### src/rtl/ifu_mc.sv
// Instruction fetch unit for the multi-cycle CPU: PC, next-PC select, IR and imem req/ack handshake.
// Optional fetch/stall performance counters are enabled with `define IFU_PERF_EN.
module ifu_mc #(
  parameter logic [31:0] PC_RESET    = 32'h0000_3000,
  parameter int unsigned ACK_TIMEOUT = 16,
  parameter int unsigned TO_W        = 5
) (
  input  logic        clk,
  input  logic        reset,
  input  logic        pc_write,
  input  logic        ir_write,
  input  logic [1:0]  npc_op,
  input  logic [31:0] rs_data,
  output logic        imem_req,
  output logic [31:0] imem_addr,
  input  logic        imem_ack,
  input  logic [31:0] imem_rdata,
  output logic [31:0] ir,
  output logic [5:0]  opcode,
  output logic [5:0]  func,
  output logic [31:0] pc,
  output logic [31:0] pc_inst,
  output logic [31:0] pc_plus4,
  output logic        fetch_busy,
  output logic        fetch_err,
  output logic [1:0]  err_code,
  output logic [31:0] perf_fetches,
  output logic [31:0] perf_stalls
);

  typedef enum logic [1:0] {F_IDLE, F_REQ, F_ERR} state_t;

  localparam logic [1:0] NPC_SEQ = 2'b00;
  localparam logic [1:0] NPC_REL = 2'b01;
  localparam logic [1:0] NPC_ABS = 2'b10;

  state_t          state;
  logic [TO_W-1:0] to_cnt;
  logic [31:0]     npc;
  logic            to_hit;

  // Branch/jump target; relative targets use pc, which already equals pc_inst+4.
  always_comb begin
    npc = pc;
    case (npc_op)
      NPC_REL: npc = pc + {{14{ir[15]}}, ir[15:0], 2'b00};
      NPC_ABS: npc = {pc[31:28], ir[25:0], 2'b00};
      NPC_SEQ: npc = pc;
      default: npc = rs_data;
    endcase
  end

  assign to_hit = (ACK_TIMEOUT != 0) && (to_cnt == TO_W'(ACK_TIMEOUT - 1));

  always_ff @(posedge clk or posedge reset) begin
    if (reset) begin
      state    <= F_IDLE;
      pc       <= PC_RESET;
      pc_inst  <= PC_RESET;
      ir       <= 32'h0;
      to_cnt   <= '0;
      err_code <= 2'b00;
    end else begin
      case (state)
        F_IDLE: begin
          to_cnt <= '0;
          if (ir_write) begin
            if (pc[1:0] != 2'b00) begin
              state    <= F_ERR;
              err_code <= 2'b01;
            end else begin
              state <= F_REQ;
            end
          end else if (pc_write && npc_op != NPC_SEQ) begin
            pc <= npc;
          end
        end
        F_REQ: begin
          if (imem_ack) begin
            ir      <= imem_rdata;
            pc_inst <= pc;
            pc      <= pc + 32'd4;
            state   <= F_IDLE;
          end else begin
            to_cnt <= to_cnt + TO_W'(1);
            if (to_hit) begin
              state    <= F_ERR;
              err_code <= 2'b10;
            end
          end
        end
        F_ERR: state <= F_ERR;
        default: state <= F_IDLE;
      endcase
    end
  end

  // Request and busy follow the state register so reset drops them immediately.
  always_comb begin
    fetch_busy = 1'b0;
    case (state)
      F_IDLE:  fetch_busy = ir_write;
      F_REQ:   fetch_busy = !imem_ack;
      F_ERR:   fetch_busy = 1'b1;
      default: fetch_busy = 1'b0;
    endcase
  end

  assign imem_req  = (state == F_REQ);
  assign imem_addr = pc;
  assign fetch_err = (state == F_ERR);
  assign opcode    = ir[31:26];
  assign func      = ir[5:0];
  assign pc_plus4  = pc_inst + 32'd4;

`ifdef IFU_PERF_EN
  always_ff @(posedge clk or posedge reset) begin
    if (reset) begin
      perf_fetches <= 32'h0;
      perf_stalls  <= 32'h0;
    end else begin
      if (state == F_REQ && imem_ack) perf_fetches <= perf_fetches + 32'd1;
      if (fetch_busy)                 perf_stalls  <= perf_stalls + 32'd1;
    end
  end
`else
  assign perf_fetches = 32'h0;
  assign perf_stalls  = 32'h0;
`endif

endmodule

### config.mk
export PLATFORM = sky130hd
export DESIGN_NAME = ifu_mc
export DESIGN_NICKNAME = d
export VERILOG_FILES = /design/src/rtl/ifu_mc.sv
export SDC_FILE = /design/constraint.sdc
export NUM_CORES = 1
export LEC_CHECK = 0
export CORE_MARGIN = 5
export CORE_UTILIZATION = 45
export CTS_CLUSTER_SIZE = 8
export DETAILED_ROUTE_END_ITERATION = 10
export GPL_TIMING_DRIVEN = 0
export PLACE_DENSITY = 0.83
export SLEW_MARGIN = 20
export SYNTH_ARGS = -nofsm -noshare
export SYNTH_HDL_FRONTEND = slang
export SYNTH_SLANG_ARGS = --single-unit
### constraint.sdc
create_clock -name clk -period 3.79 [get_ports clk]
set_input_delay 0.758 -clock clk [delete_from_list [all_inputs] [get_ports clk]]
set_output_delay 0.758 -clock clk [all_outputs]
set_load 0.01 [all_outputs]
== After elaboration in Yosys (flattened, before gate mapping) ==
Index checks and enable logic that the tools add are counted.

* Register bits after elaboration: 105
* Bits in latches: 0
* RAM bits: 0
* ROM bits: 0
* Bits of input ports: 71
* Output and inout port bits: 241
* Memories kept: 0

* $add $sub $neg: 4
* $mul: 0
* Divide/modulo/power cells: 0
* Magnitude comparators: 0
* Equality and inequality tests: 15
* Shift operators: 0
* Multiplexer cells: 17
* Bitwise gates (word level): 0
* Reductions and logical operators: 13

{| class="wikitable"
|+ Operators with widths
! kind !! number
|-
| $mux W32 || 3
|-
| $pmux W32 S3 || 1
|-
| $add A32 B3 Y32 const B || 2
|-
| $pmux W32 S2 || 1
|-
| $add A32 B32 Y32 || 1
|-
| $mux W2 || 7
|-
| $ne A2 B2 Y1 const B || 7
|-
| $pmux W5 S2 || 1
|-
| $reduce_and A5 Y1 || 2
|-
| $pmux W2 S3 || 1
|-
| $reduce_and A2 Y1 || 3
|-
| $reduce_and A6 Y1 || 1
|-
| $reduce_bool A2 Y1 || 3
|-
| $add A5 B1 Y5 const B || 1
|-
| $eq A5 B4 Y1 const B || 1
|-
| $mux W5 || 1
|-
| $eq A2 B1 Y1 const B || 2
|-
| $eq A2 B2 Y1 const B || 2
|-
| $logic_not A2 Y1 || 2
|-
| $ne A2 B1 Y1 const B || 2
|-
| $pmux W2 S2 || 1
|-
| $ne A3 B1 Y1 const B || 1
|-
| $pmux W1 S3 || 1
|-
| $logic_and A1 B1 Y1 || 1
|-
| $logic_not A1 Y1 || 1
|}

== Logic depth before layout (Yosys ltp) ==
Gate-level depths: netlist of the first run.

* Depth after elaboration: 5
* Mapped depth: 11
* Depth with buffers taken out: 11

== Worst setup path before layout of the first run ==
Ideal clock, no wire load.

* Path kind: register to output
* Start: register pc_inst[12]
* End: output pc_plus4[31]
* Data arrival time: 2055 ps
* Setup slack: 977 ps
* Stages on the path, launching flop included: 9
* Path buffers: 1
* Cells stage by stage: dfstp_2 -> and4_1 -> nand2_1 -> nor3_1 -> and3_1 -> clkbuf_1 -> nand2_1 -> nor3_1 -> xor2_1

* Word-level cells in the longest chain between the ends: 1

{| class="wikitable"
|+ Ends and longest elaborated chain
! what !! RTL line !! RTL
|-
| from (decl) || 22 || <nowiki>output logic [31:0] pc_inst,</nowiki>
|-
| from (signal assigned) || 81 || <nowiki>pc_inst <= pc;</nowiki>
|-
| $add A32 B3 Y32 || 114 || <nowiki>assign pc_plus4 = pc_inst + 32'd4;</nowiki>
|-
| to (decl) || 23 || <nowiki>output logic [31:0] pc_plus4,</nowiki>
|}

Every way passes these cells.

== Worst setup path after layout of the first run ==
* Start: input npc_op[0]
* End: register pc[7], in the netlist imem_addr[7]

* Word-level cells in the longest chain between the ends: 5
* Elaborated cells between the ends (all ways): 12

{| class="wikitable"
|+ Ends and longest elaborated chain
! what !! RTL line !! RTL
|-
| from (decl) || 12 || <nowiki>input logic [1:0] npc_op,</nowiki>
|-
| $eq A2 B2 Y1, or another cell as far along || 45 || <nowiki>case (npc_op)</nowiki>
|-
| $pmux W32 S3 || 45 ||
|-
| $mux W32 || 74 || <nowiki>end else if (pc_write && npc_op != NPC_SEQ) begin</nowiki>
|-
| $mux W32 || 67 || <nowiki>if (ir_write) begin</nowiki>
|-
| $pmux W32 S2 || 64 || <nowiki>case (state)</nowiki>
|-
| to (signal assigned) || 75 || <nowiki>pc <= npc;</nowiki>
|-
| to (signal assigned) || 82 || <nowiki>pc <= pc + 32'd4;</nowiki>
|-
| to (decl) || 21 || <nowiki>output logic [31:0] pc,</nowiki>
|}

Parallel ways exist; a longest one is shown, timed or not. The select of a mux whose other input is x is not followed.
A chain may end at the register's enable or synchronous reset.

==> results of run 1 <==
[kinds of logic (layout without fill, tap and decap cells)]
kind of cell               Yosys count  in the layout  synth area share [%]
and+or+nand+nor                    445            445                  23.9
xor gates and xnor gates            44             44                  4.64
AOI/OAI and AO/OA                  255            255                  19.6
other                                1             64                0.0452
DFF                                105            105                  31.7
buffers and inverters              186            450                  13.5
adders and majority gates           37             37                  5.66
muxes                                8              8                  1.02
[state kept, by name, indices dropped and copies added, names as in the netlist]
name,cells
ir,32
imem_addr,32
pc_inst,32
to_cnt,5
state,2
err_code,2
[placed cells by master (no fill, tap or decap), drive strengths merged, types with 12 or more instances in the layout]
cell           count
clkdlybuf4s50    247
nand2            236
buf              114
dfrtp            101
o21ai             79
nor2              77
a21oi             67
conb              64
clkbuf            57
nand3             39
ha                36
inv               29
xnor2             27
and3              23
xor2              17
nor3              16
a21o              15
nand4             13
a211oi            12
[how the worst min path moves through the flow]
stage	from	endpoint	slack, ns
CTS	pc_inst[12]$_DFFE_PP1P_	pc_inst[12]$_DFFE_PP1P_	0.50
global route	pc_inst[12]$_DFFE_PP1P_	pc_inst[12]$_DFFE_PP1P_	0.51
finish	pc_inst[13]$_DFFE_PP1P_	pc_inst[13]$_DFFE_PP1P_	0.50
global placement	pc_inst[12]$_DFFE_PP1P_	pc_inst[12]$_DFFE_PP1P_	0.48
floorplan	to_cnt[2]$_DFFE_PP0P_	to_cnt[2]$_DFFE_PP0P_	0.47
detailed placement	pc_inst[13]$_DFFE_PP1P_	pc_inst[13]$_DFFE_PP1P_	0.49
[worst register-to-register path, cell delays in order, from the launching register on]
cell and delay [ns]:
sky130_fd_sc_hd__dfrtp_1 0.54, sky130_fd_sc_hd__ha_1 0.27, sky130_fd_sc_hd__inv_1 0.07, sky130_fd_sc_hd__fa_1 0.40, sky130_fd_sc_hd__nor2b_1 0.16, sky130_fd_sc_hd__o31a_1 0.21
sky130_fd_sc_hd__o31ai_1 0.14, sky130_fd_sc_hd__a21oi_1 0.33, sky130_fd_sc_hd__o21ai_1 0.22, sky130_fd_sc_hd__a2111o_1 0.46, sky130_fd_sc_hd__a31oi_1 0.18, sky130_fd_sc_hd__o21a_1 0.14
[metrics by stage]
| stage | hold slack, ns | cells | area [sq um] | setup TNS [ns] |
|---|---|---|---|---|
| 6_report | 0.497 | 1637 | 11600 | 0 |
| 5_1_grt | 0.512 | 1637 | 11600 | 0 |
| 4_1_cts | 0.501 | 1637 | 11600 | 0 |
| 3_5_place_dp | 0.489 | 1621 | 11300 | -0.139 |
| 3_3_place_gp | 0.482 | 1620 | 11300 | -133.07 |
| 2_1_floorplan | 0.471 | 1144 | 8540 | 0 |
[layer usage]
layer | global-route usage, % | part of all wire (%) | up-vias
li1 | - | - | 4246
met1 | 35.9 | 40 | 4188
met2 | 44.8 | 47 | 525
met3 | 5.73 | 10 | 79
met4 | 9.16 | 2.6 | 0
met5 | 0 | 0 | -
[power groups by stage]
stage / clock network, mW / logic (mW) / registers (mW)
6_report: 0.920 / 0.477 / 1.18
5_1_grt: 0.965 / 0.510 / 1.18
4_1_cts: 0.920 / 0.469 / 1.18
3_5_place_dp: 0 / 0.467 / 1.20
3_3_place_gp: 0 / 0.457 / 1.20
2_1_floorplan: 0 / 0.250 / 1.19
[layout make-up]
class / instances / area (sq um) / area share, %
multi-input combinational: 853 / 4800 / 41.3
inverter: 27 / 106 / 0.915
buffer: 159 / 1020 / 8.79
sequential: 105 / 2630 / 22.6
timing repair buffer: 248 / 2500 / 21.5
clock buffer: 11 / 243 / 2.09
clock inverter: 5 / 37.5 / 0.323
tap: 229 / 287 / 2.46
[repair_timing]
action                                  CTS  global route
resized for setup                         1             4
hold buffers                              0             0
pin swaps                                 0             1
setup buffers                             0             0
gates cloned                              0             0
endpoints found under the setup margin    2             3
==> out/qor_table.md, run 1 <==
| Result | This run |
|---|---|
| Number of flip-flops and latches in the synthesized netlist | 105 |
| Hold Crit Class | reg2reg |
| Number of enable flip-flop cells after synthesis | 0 |
| Nets@finish | 1511 |
| Result of the run | completed |
| Die ar. | 21300 sq um |
| Clk network pwr share | 35.7% |
| Critical-path cell with the highest stage delay | sky130_fd_sc_hd__clkbuf_1 |
| Worst-skew pair later-pin latency | 0.36 ns |
| Pin count of the biggest net entering global routing | 71 |
| Wire length after detailed routing | 30400 um |
| H-tree levels | 3 |
| Layout Skew | 0.00899 ns |
| Most frequent cell after synthesis | sky130_fd_sc_hd__nand2_1 |
| Clock tree from TritonCTS | done |
| Number of DRC violations after detailed-routing iteration 0 | 804 |
| Number of antenna-violating nets in the routed design | 0 |
| Endpoint of the worst setup timing path | imem_addr[7]$_DFFE_PP0P_ |
| Cell count after synthesis | 1081 |
| Netlist area before placement | 8310 sq um |
| Commonest cells in the netlist | sky130_fd_sc_hd__nand2_1, sky130_fd_sc_hd__buf_4, sky130_fd_sc_hd__dfrtp_1 |
| Async S/R FF share, synth | 100% |
| Leakage dissipation | 5.49 nW |
| Setup slack after placement | -0.0878 ns |
| Core Footprint | 18100 sq um |
| Share of the yosys chip area belonging to registers | 31.7% |
| Share of the clock period used by the worst path after layout | 96.8% |
| Total number of cells along the worst setup path | 9 |
| Crit path launch type | input port |
| Unique masters post-synth | 73 |
| Element type at the critical path end | flip-flop |
| R2R Setup Slk | 0.61 ns |
| Clock tree sinks | 105 |
| Area contributors post-synth | sky130_fd_sc_hd__dfrtp_1, sky130_fd_sc_hd__nand2_1, sky130_fd_sc_hd__buf_4 |
| Cell-by-cell listing of the critical path | clkdlybuf4s50_1 -> inv_1 -> ha_1 -> clkbuf_1 -> clkbuf_1 -> clkbuf_1 -> a21oi_1 -> o21ai_0 -> nand2_1 |
| Total CTS buffers | 9 |
| Post-layout total power | 2.58 mW |
| Number of pins with negative max-slew slack in the final report | 0 |
| Boundary pin count | 312 |
| Warnings from Yosys | 0 |
| Reg-to-reg endpoint | imem_addr[30]$_DFFE_PP0P_ |
| Syn Area/Cell | 7.68 sq um |
| Arrival time of the worst setup path | 3.90 ns |
| Most used DFF post-synth | sky130_fd_sc_hd__dfrtp_1 |
| Critical path startpoint | npc_op[0] |
| Switching power of the nets | 0.728 mW |
| Unrepaired setup endpoints after global routing | no |
| Setup ws final | 0.122 ns |
| Buffer and inverter count on the worst path | 5 |
| Crit path largest cell delay | 0.56 ns |
| Number of optimization iterations in the first detailed-route pass | 5 |
| Global-route usage over all layers | 27.3% |
| Final antenna diode count | 0 |
| Placement Rows | 49 |
| Fraction of synthesized cell area taken by the top area cell type | 30.4% |
| Fill cell total of the finished layout | 1581 |
| Top cell family by delay on the critical path | buffers and inverters |
| Placer's final routability congestion estimate | 0.970 |
| Root buf cell | sky130_fd_sc_hd__clkbuf_16 |
| Max capacitance violation total | 0 |
| Relative slew slack | 37.1% |
| Port Buffers | 247 |
| Cell repeated most along the worst path | sky130_fd_sc_hd__clkbuf_1 |
| Global-route wire length before repair | 47100 um |
| Total gr overflow | 0 |
| Avg WL per Cell | 18.5 um |
| Layout cells sized above 1 | 10.8% |
| Type of the setup path with the least slack | in2reg |
| Sequential fraction of design power | 45.7% |
| Peak supply drop | 0.216 mV |
| Library cell with the largest summed area after synthesis | sky130_fd_sc_hd__dfrtp_1 |
| Maximum clock path buffer count | 2 |
| Worst-case reg-to-reg path depth | 11 |
| Clock edge transition at the registers on the reported setup and hold paths | 0.07 ns |
| Final routed DRC violation total | 0 |
| Maximum fanout encountered on the critical timing path | 10 |
| Switching share of total power | 28.3% |
| PwrDens | 221 nW/um^2 |
| Instance count along the most critical hold path | 2 |
| Die outline width | 146 um |
| Part of the total power dissipated in combinational logic | 18.5% |
| Vias in the first global route | 8603 |
| Starting density of the core | 45.9% |
| Overall die height | 146 um |
| Final cell utilization of the core | 64.3% |
| Crit Reg-Reg Startpoint | imem_addr[2]$_DFFE_PP0P_ |
| Highest Clock Rate | 0.273 GHz |
| Worst-margin pin slew | 0.943 ns |
| Ratio of routed vias to standard cells | 5.52 |
| Total number of vias | 9038 |
| Number of antenna violations at the first check in global routing | 0 |
| Area growth from synthesis to layout | 40.0% |
| Hold Vio Cnt, Final | 0 |
| Post-layout minimum cycle time | 3.67 ns |
| Cell-internal power | 1.85 mW |
| Worst EP required | 4.02 ns |
| Finish-stage setup viols | 0 |
| Detailed placer's ending HPWL | 23700 um |
(Power assumes the default switching activity.)
==> run 2, diff against run 1 <==
--- a/config.mk
+++ b/config.mk
@@ -6,11 +6,11 @@
 export NUM_CORES = 1
 export LEC_CHECK = 0
 export CORE_MARGIN = 5
-export CORE_UTILIZATION = 45
+export CORE_UTILIZATION = 46
 export CTS_CLUSTER_SIZE = 8
 export DETAILED_ROUTE_END_ITERATION = 10
 export GPL_TIMING_DRIVEN = 0
-export PLACE_DENSITY = 0.83
+export PLACE_DENSITY = 0.85
 export SLEW_MARGIN = 20
 export SYNTH_ARGS = -nofsm -noshare
 export SYNTH_HDL_FRONTEND = slang
==> run 2 against run 1 <==
Total power grew 3.3%; global-route usage grew 0.74 points; wire length shrank 0.73%; cell area grew 0.28%; die area shrank 2.0%; first-iteration DRC count grew 5.2%; worst hold slack gained 0.015 ns; combinational power is essentially flat; worst setup slack gained 0.041 ns; non-clock buffer count shrank 2; largest power group unchanged.
==> out/qor_table.md, run 2 (synthesis results as in run 1) <==
| Result | This run | vs previous |
|---|---|---|
| Result of the run | completed |  |
| Final cell utilization of the core | 65.4% | +1.1 points |
| Part of the total power dissipated in combinational logic | 17.8% | -0.7 points |
| Instance count along the most critical hold path | 2 | unchanged |
| Placer's final routability congestion estimate | 0.977 | +0.72% |
| Number of pins with negative max-slew slack in the final report | 0 | unchanged |
| Detailed placer's ending HPWL | 23500 um | -0.65% |
| Core Footprint | 17800 sq um | -1.4% |
| Worst-margin pin slew | 0.883 ns | -0.0599 ns |
| Number of antenna-violating nets in the routed design | 0 | unchanged |
| Buffer and inverter count on the worst path | 1 | -4 |
| Number of antenna violations at the first check in global routing | 0 | unchanged |
| Root buf cell | sky130_fd_sc_hd__clkbuf_16 |  |
| PwrDens | 228 nW/um^2 | +3.0% |
| Starting density of the core | 46.6% | +0.63 points |
| Hold Vio Cnt, Final | 0 | unchanged |
| Placement Rows | 49 | unchanged |
| Crit path launch type | flip-flop |  |
| Switching power of the nets | 0.754 mW | +3.5% |
| Design Area, Final | 11700 sq um | +0.28% |
| Cell-by-cell listing of the critical path | and4_1 -> nand2_1 -> nor3_4 -> and3_4 -> nand2_1 -> nor3_1 -> xor2_1 -> clkdlybuf4s50_1 |  |
| Crit path largest cell delay | 0.58 ns | +0.02 ns |
| CTS hold repair buffers | 0 | unchanged |
| Cell repeated most along the worst path | sky130_fd_sc_hd__nand2_1 |  |
| Hold slack | 0.512 ns | +0.0152 ns |
| Final routed DRC violation total | 0 | unchanged |
| Clock tree from TritonCTS | done |  |
| Die ar. | 20800 sq um | -2.0% |
| Fill cell total of the finished layout | 1593 | +0.76% |
| Commonest non-fill, non-tap cells in the layout | sky130_fd_sc_hd__clkdlybuf4s50_1, sky130_fd_sc_hd__nand2_1, sky130_fd_sc_hd__buf_4 |  |
| Total gr overflow | 0 | unchanged |
| Maximum clock path buffer count | 2 | unchanged |
| Global-route wire length before repair | 46000 um | -2.4% |
| Type of the setup path with the least slack | reg2out |  |
| Max capacitance violation total | 0 | unchanged |
| Vias in the first global route | 8549 | -0.63% |
| Switching share of total power | 28.3% | +0.070 points |
| Avg WL per Cell | 18.4 um | -0.61% |
| Wire length after detailed routing | 30100 um | -0.73% |
| Nets@finish | 1509 | -0.13% |
| Layout Skew | 0.00993 ns | +0.000937 ns |
| Number of DRC violations after detailed-routing iteration 0 | 846 | +5.2% |
| Total number of vias | 8988 | -0.55% |
| Worst-case reg-to-reg path depth | 11 | unchanged |
| Cell-internal power | 1.91 mW | +3.2% |
| Port Buffers | 247 | unchanged |
| Hold Crit Class | reg2reg |  |
| Share of the clock period used by the worst path after layout | 95.7% | -1.1 points |
| Worst EP required | 3.03 ns | -0.99 ns |
| Global-route usage over all layers | 28.0% | +0.74 points |
| Final antenna diode count | 0 | unchanged |
| Post-layout minimum cycle time | 3.63 ns | -0.0408 ns |
| Top cell family by delay on the critical path | simple AND/OR/NAND/NOR gates |  |
| Boundary pin count | 312 | unchanged |
| Unrepaired setup endpoints after global routing | yes |  |
| Layout cells sized above 1 | 10.9% | +0.086 points |
| Clock edge transition at the registers on the reported setup and hold paths | 0.07 ns | about the same |
| Peak supply drop | 0.257 mV | +19% |
| Highest Clock Rate | 0.276 GHz | +1.1% |
| Placed standard-cell area | 11300 sq um | unchanged |
| Setup slack after placement | -0.107 ns | -0.0196 ns |
| Sequential fraction of design power | 44.3% | -1.4 points |
| Worst-skew pair later-pin latency | 0.37 ns | about the same |
| Setup ws final | 0.162 ns | +0.0408 ns |
| Arrival time of the worst setup path | 2.87 ns | -1.03 ns |
| Post-layout total power | 2.66 mW | +3.3% |
| Maximum fanout encountered on the critical timing path | 5 | -5 |
| Leakage dissipation | 5.51 nW | +0.26% |
| Critical-path cell with the highest stage delay | sky130_fd_sc_hd__dfstp_2 |  |
| Total CTS buffers | 9 | unchanged |
| Area growth from synthesis to layout | 40.4% |  |
| Finish-stage setup viols | 0 | unchanged |
| Ratio of routed vias to standard cells | 5.50 | -0.43% |
| Number of optimization iterations in the first detailed-route pass | 5 | unchanged |
| Relative slew slack | 41.1% | +4.0 points |
| Most frequent standard cell in the layout excluding fill and tap cells | sky130_fd_sc_hd__clkdlybuf4s50_1 |  |
| Total number of cells along the worst setup path | 8 | -1 |
| Overall die height | 144 um | -1.0% |
| H-tree levels | 3 | unchanged |
| Clock tree sinks | 105 | unchanged |
| Element type at the critical path end | output pin |  |
| Die outline width | 144 um | -1.0% |
| Clk network pwr share | 37.9% | +2.2 points |
| Pin count of the biggest net entering global routing | 70 | -1.4% |
## run 2: cell types whose count changed in the layout (fill, tap and decap cells not counted), moves of 2 or more
cell	change
sky130_fd_sc_hd__clkbuf_1	-3
sky130_fd_sc_hd__clkinv_4	+4
sky130_fd_sc_hd__inv_6	-2
sky130_fd_sc_hd__inv_8	+2
sky130_fd_sc_hd__clkinvlp_4	-2
## run 2: layout make-up
cell class,instances,area [sq um],share of cell area [%]
multi-input combinational,853,4810,41.2
sequential,105,2630,22.6
timing repair buffer,248,2500,21.4
buffer,157,1010,8.69
tap,229,287,2.46
clock buffer,9,225,1.93
inverter,27,106,0.912
clock inverter,7,87.6,0.751
## run 2: path summary, 6_finish.rpt
| path | start | end | slack, ns |
|---|---|---|---|
| worst min-delay path | pc_inst[13]$_DFFE_PP1P_ | pc_inst[13]$_DFFE_PP1P_ | 0.51 |
| worst min register to register | pc_inst[13]$_DFFE_PP1P_ | pc_inst[13]$_DFFE_PP1P_ | 0.51 |
| min in group asynchronous | reset | pc_inst[2]$_DFFE_PP0P_ | 0.76 |
| worst max-delay path | pc_inst[13]$_DFFE_PP1P_ | pc_plus4[31] | 0.16 |
| worst max register to register | imem_addr[2]$_DFFE_PP0P_ | imem_addr[30]$_DFFE_PP0P_ | 0.63 |
| max in group asynchronous | reset | pc_inst[13]$_DFFE_PP1P_ | 2.33 |
## run 2: power by group through the flow
stage,registers [mW],clock network [mW],logic (mW)
CTS,1.18,1.01,0.467
global placement,1.20,0,0.457
global route,1.18,1.06,0.507
detailed placement,1.20,0,0.465
finish,1.18,1.01,0.474
floorplan,1.19,0,0.250
## run 2: layer usage
layer | up-vias | global-route usage (%) | wire length, um
li1 | 4237 | - | -
met1 | 4128 | 37.5 | 11800
met2 | 537 | 45.1 | 13900
met3 | 86 | 3.97 | 3190
met4 | 0 | 12.8 | 1260
met5 | - | 0 | 0
## run 2: timing repair
| action | in CTS | in global routing |
|---|---|---|
| setup buffers | 0 | 0 |
| pin swaps | 1 | 0 |
| hold endpoints to repair | 0 | 0 |
| gates resized for setup | 2 | 5 |
| setup endpoints to repair | 2 | 4 |
## run 2: per-stage QoR
stage / TNS, ns / instances
after floorplan: 0 / 1144
after global placement: -137.37 / 1620
after detailed placement: -0.138 / 1621
after CTS: 0 / 1636
after global routing: -0.0219 / 1635
final: 0 / 1635
## run 2: tightest hold or removal path, stage by stage (launching register included)
cell and delay [ns]:
sky130_fd_sc_hd__dfstp_2 0.40, sky130_fd_sc_hd__nand2_1 0.06, sky130_fd_sc_hd__nand2_1 0.05
==> run 3, diff against run 2 <==
--- a/config.mk
+++ b/config.mk
@@ -5,12 +5,15 @@
 export SDC_FILE = /design/constraint.sdc
 export NUM_CORES = 1
 export LEC_CHECK = 0
+export ABC_AREA = 1
+export CELL_PAD_IN_SITES_DETAIL_PLACEMENT = 1
+export CELL_PAD_IN_SITES_GLOBAL_PLACEMENT = 2
 export CORE_MARGIN = 5
-export CORE_UTILIZATION = 46
+export CORE_UTILIZATION = 24
 export CTS_CLUSTER_SIZE = 8
 export DETAILED_ROUTE_END_ITERATION = 10
 export GPL_TIMING_DRIVEN = 0
-export PLACE_DENSITY = 0.85
+export PLACE_DENSITY = 0.84
 export SLEW_MARGIN = 20
 export SYNTH_ARGS = -nofsm -noshare
 export SYNTH_HDL_FRONTEND = slang
==> run 3 against run 2 <==
Core utilization decreased by 31 points; register-to-register slack got worse by 0.09 ns; final cell count increased by 39%.
==> out/qor_table.md, run 3 <==
| Result | This run | vs previous |
|---|---|---|
| Total CTS buffers | 9 | unchanged |
| Nets@finish | 1861 | +23% |
| Critical path startpoint | pc_inst[2]$_DFFE_PP0P_ |  |
| Finish-stage setup viols | 0 | unchanged |
| Total gr overflow | 0 | unchanged |
| Worst-skew pair later-pin latency | 0.38 ns | about the same |
| Complex-gate fraction of the synthesized area | 12.6% | -6.9 points |
| Number of optimization iterations in the first detailed-route pass | 5 | unchanged |
| Synth Area in XOR/XNOR | 3.05% | -1.6 points |
| Netlist area before placement | 9190 sq um | +11% |
| Placer's final routability congestion estimate | 0.877 | -10% |
| Hold Crit Class | reg2reg |  |
| Post-layout total power | 11.6 mW | +340% |
| Placement Rows | 71 | +45% |
| Share of the clock period used by the worst path after layout | 92.2% | -3.5 points |
| Unique masters post-synth | 45 | -38% |
| Warnings from Yosys | 0 | unchanged |
| Reg-to-reg endpoint | imem_addr[14]$_DFFE_PP0P_ |  |
| Element type at the critical path end | output pin |  |
| Arrival time of the worst setup path | 2.74 ns | -0.13 ns |
| Commonest non-fill, non-tap cells in the layout | sky130_fd_sc_hd__nand2_1, sky130_fd_sc_hd__clkdlybuf4s50_1, sky130_fd_sc_hd__inv_1 |  |
| Avg WL per Cell | 18.2 um | -1.1% |
| Area growth from synthesis to layout | 40.2% |  |
| H-tree levels | 3 | unchanged |
| Worst hold path startpoint | ir[31]$_DFFE_PP0P_ |  |
| Max capacitance violation total | 0 | unchanged |
| Final cell utilization of the core | 34.1% | -31 points |
| Fill cell total of the finished layout | 4814 | +200% |
| Sequential cell area | 2630 sq um | unchanged |
| Crit Reg-Reg Startpoint | imem_addr[2]$_DFFE_PP0P_ |  |
| Number of pins with negative max-slew slack in the final report | 0 | unchanged |
| Overall die height | 206 um | +42% |
| Die outline width | 206 um | +42% |
| Starting density of the core | 24.3% | -22 points |
| Resized cells post-CTS | 0 | -2 |
| Peak supply drop | 0.282 mV | +9.6% |
| Placed standard-cell area | 12600 sq um | +11% |
| Most frequent standard cell in the layout excluding fill and tap cells | sky130_fd_sc_hd__nand2_1 |  |
| Buffer count from post-CTS setup fixing | 0 | unchanged |
| Layout Skew | 0.0151 ns | +0.00513 ns |
| Wire length after detailed routing | 41400 um | +37% |
| Area contributors post-synth | sky130_fd_sc_hd__dfrtp_1, sky130_fd_sc_hd__nand2_1, sky130_fd_sc_hd__buf_4 |  |
| Final routed DRC violation total | 0 | unchanged |
| Crit path launch type | flip-flop |  |
| Maximum clock path buffer count | 2 | unchanged |
| Clock tree from TritonCTS | done |  |
| Global-route usage over all layers | 19.1% | -8.9 points |
| Worst EP required | 3.03 ns | about the same |
| Main combinational cell family by area after synthesis | simple AND/OR/NAND/NOR gates |  |
| R2R Setup Slk | 0.54 ns | -0.09 ns |
| Number of DRC violations after detailed-routing iteration 0 | 471 | -44% |
| Type of the setup path with the least slack | reg2out |  |
| Multi-input gate area in the final layout | 5160 sq um | +7.4% |
| Result of the run | completed |  |
| Proportion of synthesized area in mux cells | 0.109% | -0.92 points |
| Post-layout minimum cycle time | 3.49 ns | -0.134 ns |
| Hold Vio Cnt, Final | 0 | unchanged |
| Boundary pin count | 312 | unchanged |
| Ratio of routed vias to standard cells | 4.53 | -18% |
| Number of antenna violations at the first check in global routing | 2 | +2 |
| CTS hold repair buffers | 0 | unchanged |
| Design Area, Final | 12900 sq um | +10% |
| Vias in the first global route | 10700 | +25% |
| Unrepaired setup endpoints after global routing | no |  |
| Total number of vias | 10300 | +14% |
| Most used DFF post-synth | sky130_fd_sc_hd__dfrtp_1 |  |
| Layout cells sized above 1 | 8.76% | -2.1 points |
| Fin Setup TNS | 0 ns | unchanged |
| Worst-margin pin slew | 0.784 ns | -0.0997 ns |
| Cell count after synthesis | 1431 | +32% |
| Async S/R FF share, synth | 100% | unchanged |
| Number of flip-flops and latches in the synthesized netlist | 105 | unchanged |
| Clock edge transition at the registers on the reported setup and hold paths | 0.08 ns | about the same |
| Share of the yosys chip area belonging to registers | 28.7% | -3.0 points |
| Most frequent cell after synthesis | sky130_fd_sc_hd__nand2_1 |  |
| Maximum fanout encountered on the critical timing path | 4 | -1 |
| Die ar. | 42300 sq um | +100% |
| Fraction of synthesized cell area taken by the top area cell type | 27.5% | -2.9 points |
| Number of enable flip-flop cells after synthesis | 0 | unchanged |
| Global-route wire length before repair | 62200 um | +35% |
| Worst-case reg-to-reg path depth | 14 | +3 |
| Instance count along the most critical hold path | 2 | unchanged |
| Root buf cell | sky130_fd_sc_hd__clkbuf_16 |  |
| Leakage dissipation | 6.32 nW | +15% |
| Core Footprint | 37800 sq um | +110% |
| Relative slew slack | 47.8% | +6.6 points |
| Adder-Cell Fraction of Synth Area | 5.12% | -0.54 points |
| Clock tree sinks | 105 | unchanged |
| Pin count of the biggest net entering global routing | 69 | -1.4% |
| PwrDens | 899 nW/um^2 | +290% |
| Library cell with the largest summed area after synthesis | sky130_fd_sc_hd__dfrtp_1 |  |
| Detailed placer's ending HPWL | 34800 um | +48% |
| Port Buffers | 247 | unchanged |
| Hold EP | ir[31]$_DFFE_PP0P_ |  |
| Commonest cells in the netlist | sky130_fd_sc_hd__nand2_1, sky130_fd_sc_hd__inv_1, sky130_fd_sc_hd__nor2_1 |  |
| Syn Area/Cell | 6.42 sq um | -16% |
| Number of antenna-violating nets in the routed design | 0 | unchanged |
| Simple-gate area share of the yosys netlist | 32.7% | +8.8 points |
| Highest Clock Rate | 0.286 GHz | +3.8% |
-- run 3: kinds of logic after synthesis --
group	Yosys count
compound gates	217
xor+xnor	32
fa+ha+maj	37
buf+inv	322
flops	105
mux	1
other cells	1
simple gates	716
-- run 3: how the worst max path moves through the flow --
stage | cells after the start | end | slack (ns)
3_5_place_dp | 10 | imem_addr[7]$_DFFE_PP0P_ | 0.11
3_3_place_gp | 2 | ir[15]$_DFFE_PP0P_ | -1.73
2_1_floorplan | 1 | err_code[0]$_DFFE_PP0P_ | 0.28
6_report | 13 | pc_plus4[30] | 0.30
5_1_grt | 13 | pc_plus4[28] | 0.06
4_1_cts | 13 | pc_plus4[30] | 0.24
-- run 3: routing by layer --
metal / global-route usage, % / wire (um)
met1: 23.8 / 17900
met4: 7.08 / 1420
met3: 2.33 / 1770
met2: 33.9 / 20300
met5: 0 / 0
-- run 3: per-stage QoR --
| step | hold WS, ns | std cells | setup WS, ns |
|---|---|---|---|
| after floorplan | 0.478 | 1494 | 0.278 |
| after global placement | 0.481 | 2252 | -1.73 |
| after detailed placement | 0.483 | 2253 | 0.114 |
| after CTS | 0.503 | 2269 | 0.239 |
| after global routing | 0.547 | 2271 | 0.0591 |
| final | 0.505 | 2271 | 0.296 |
-- run 3: worst max-delay path, cell delays in order, from the launching register on --
cell                              delay, ns
sky130_fd_sc_hd__dfrtp_1               0.39
sky130_fd_sc_hd__ha_1                  0.21
sky130_fd_sc_hd__nand3_2               0.11
sky130_fd_sc_hd__nor2_4                0.14
sky130_fd_sc_hd__nand3_4               0.09
sky130_fd_sc_hd__nor2_4                0.13
sky130_fd_sc_hd__nand2_4               0.07
sky130_fd_sc_hd__nor2_4                0.12
sky130_fd_sc_hd__nand2_4               0.08
sky130_fd_sc_hd__nor2_8                0.12
sky130_fd_sc_hd__nand3_4               0.10
sky130_fd_sc_hd__nor2_2                0.11
sky130_fd_sc_hd__xor2_1                0.15
sky130_fd_sc_hd__clkdlybuf4s50_1       0.55
-- run 3: power breakdown --
part	internal [mW]	switching, mW
clock	0.539	0.495
sequential	1.65	1.05
combinational	3.40	4.44
-- run 3: cell type report --
class / count / area share, %
Multi-Input combinational cell: 1067 / 40.1
Sequential cell: 105 / 20.4
Timing Repair Buffer: 248 / 19.4
Buffer: 149 / 7.60
Inverter: 173 / 5.08
Tap cell: 511 / 4.96
Clock buffer: 11 / 1.88
Clock inverter: 5 / 0.495
Antenna cell: 2 / 0.0389
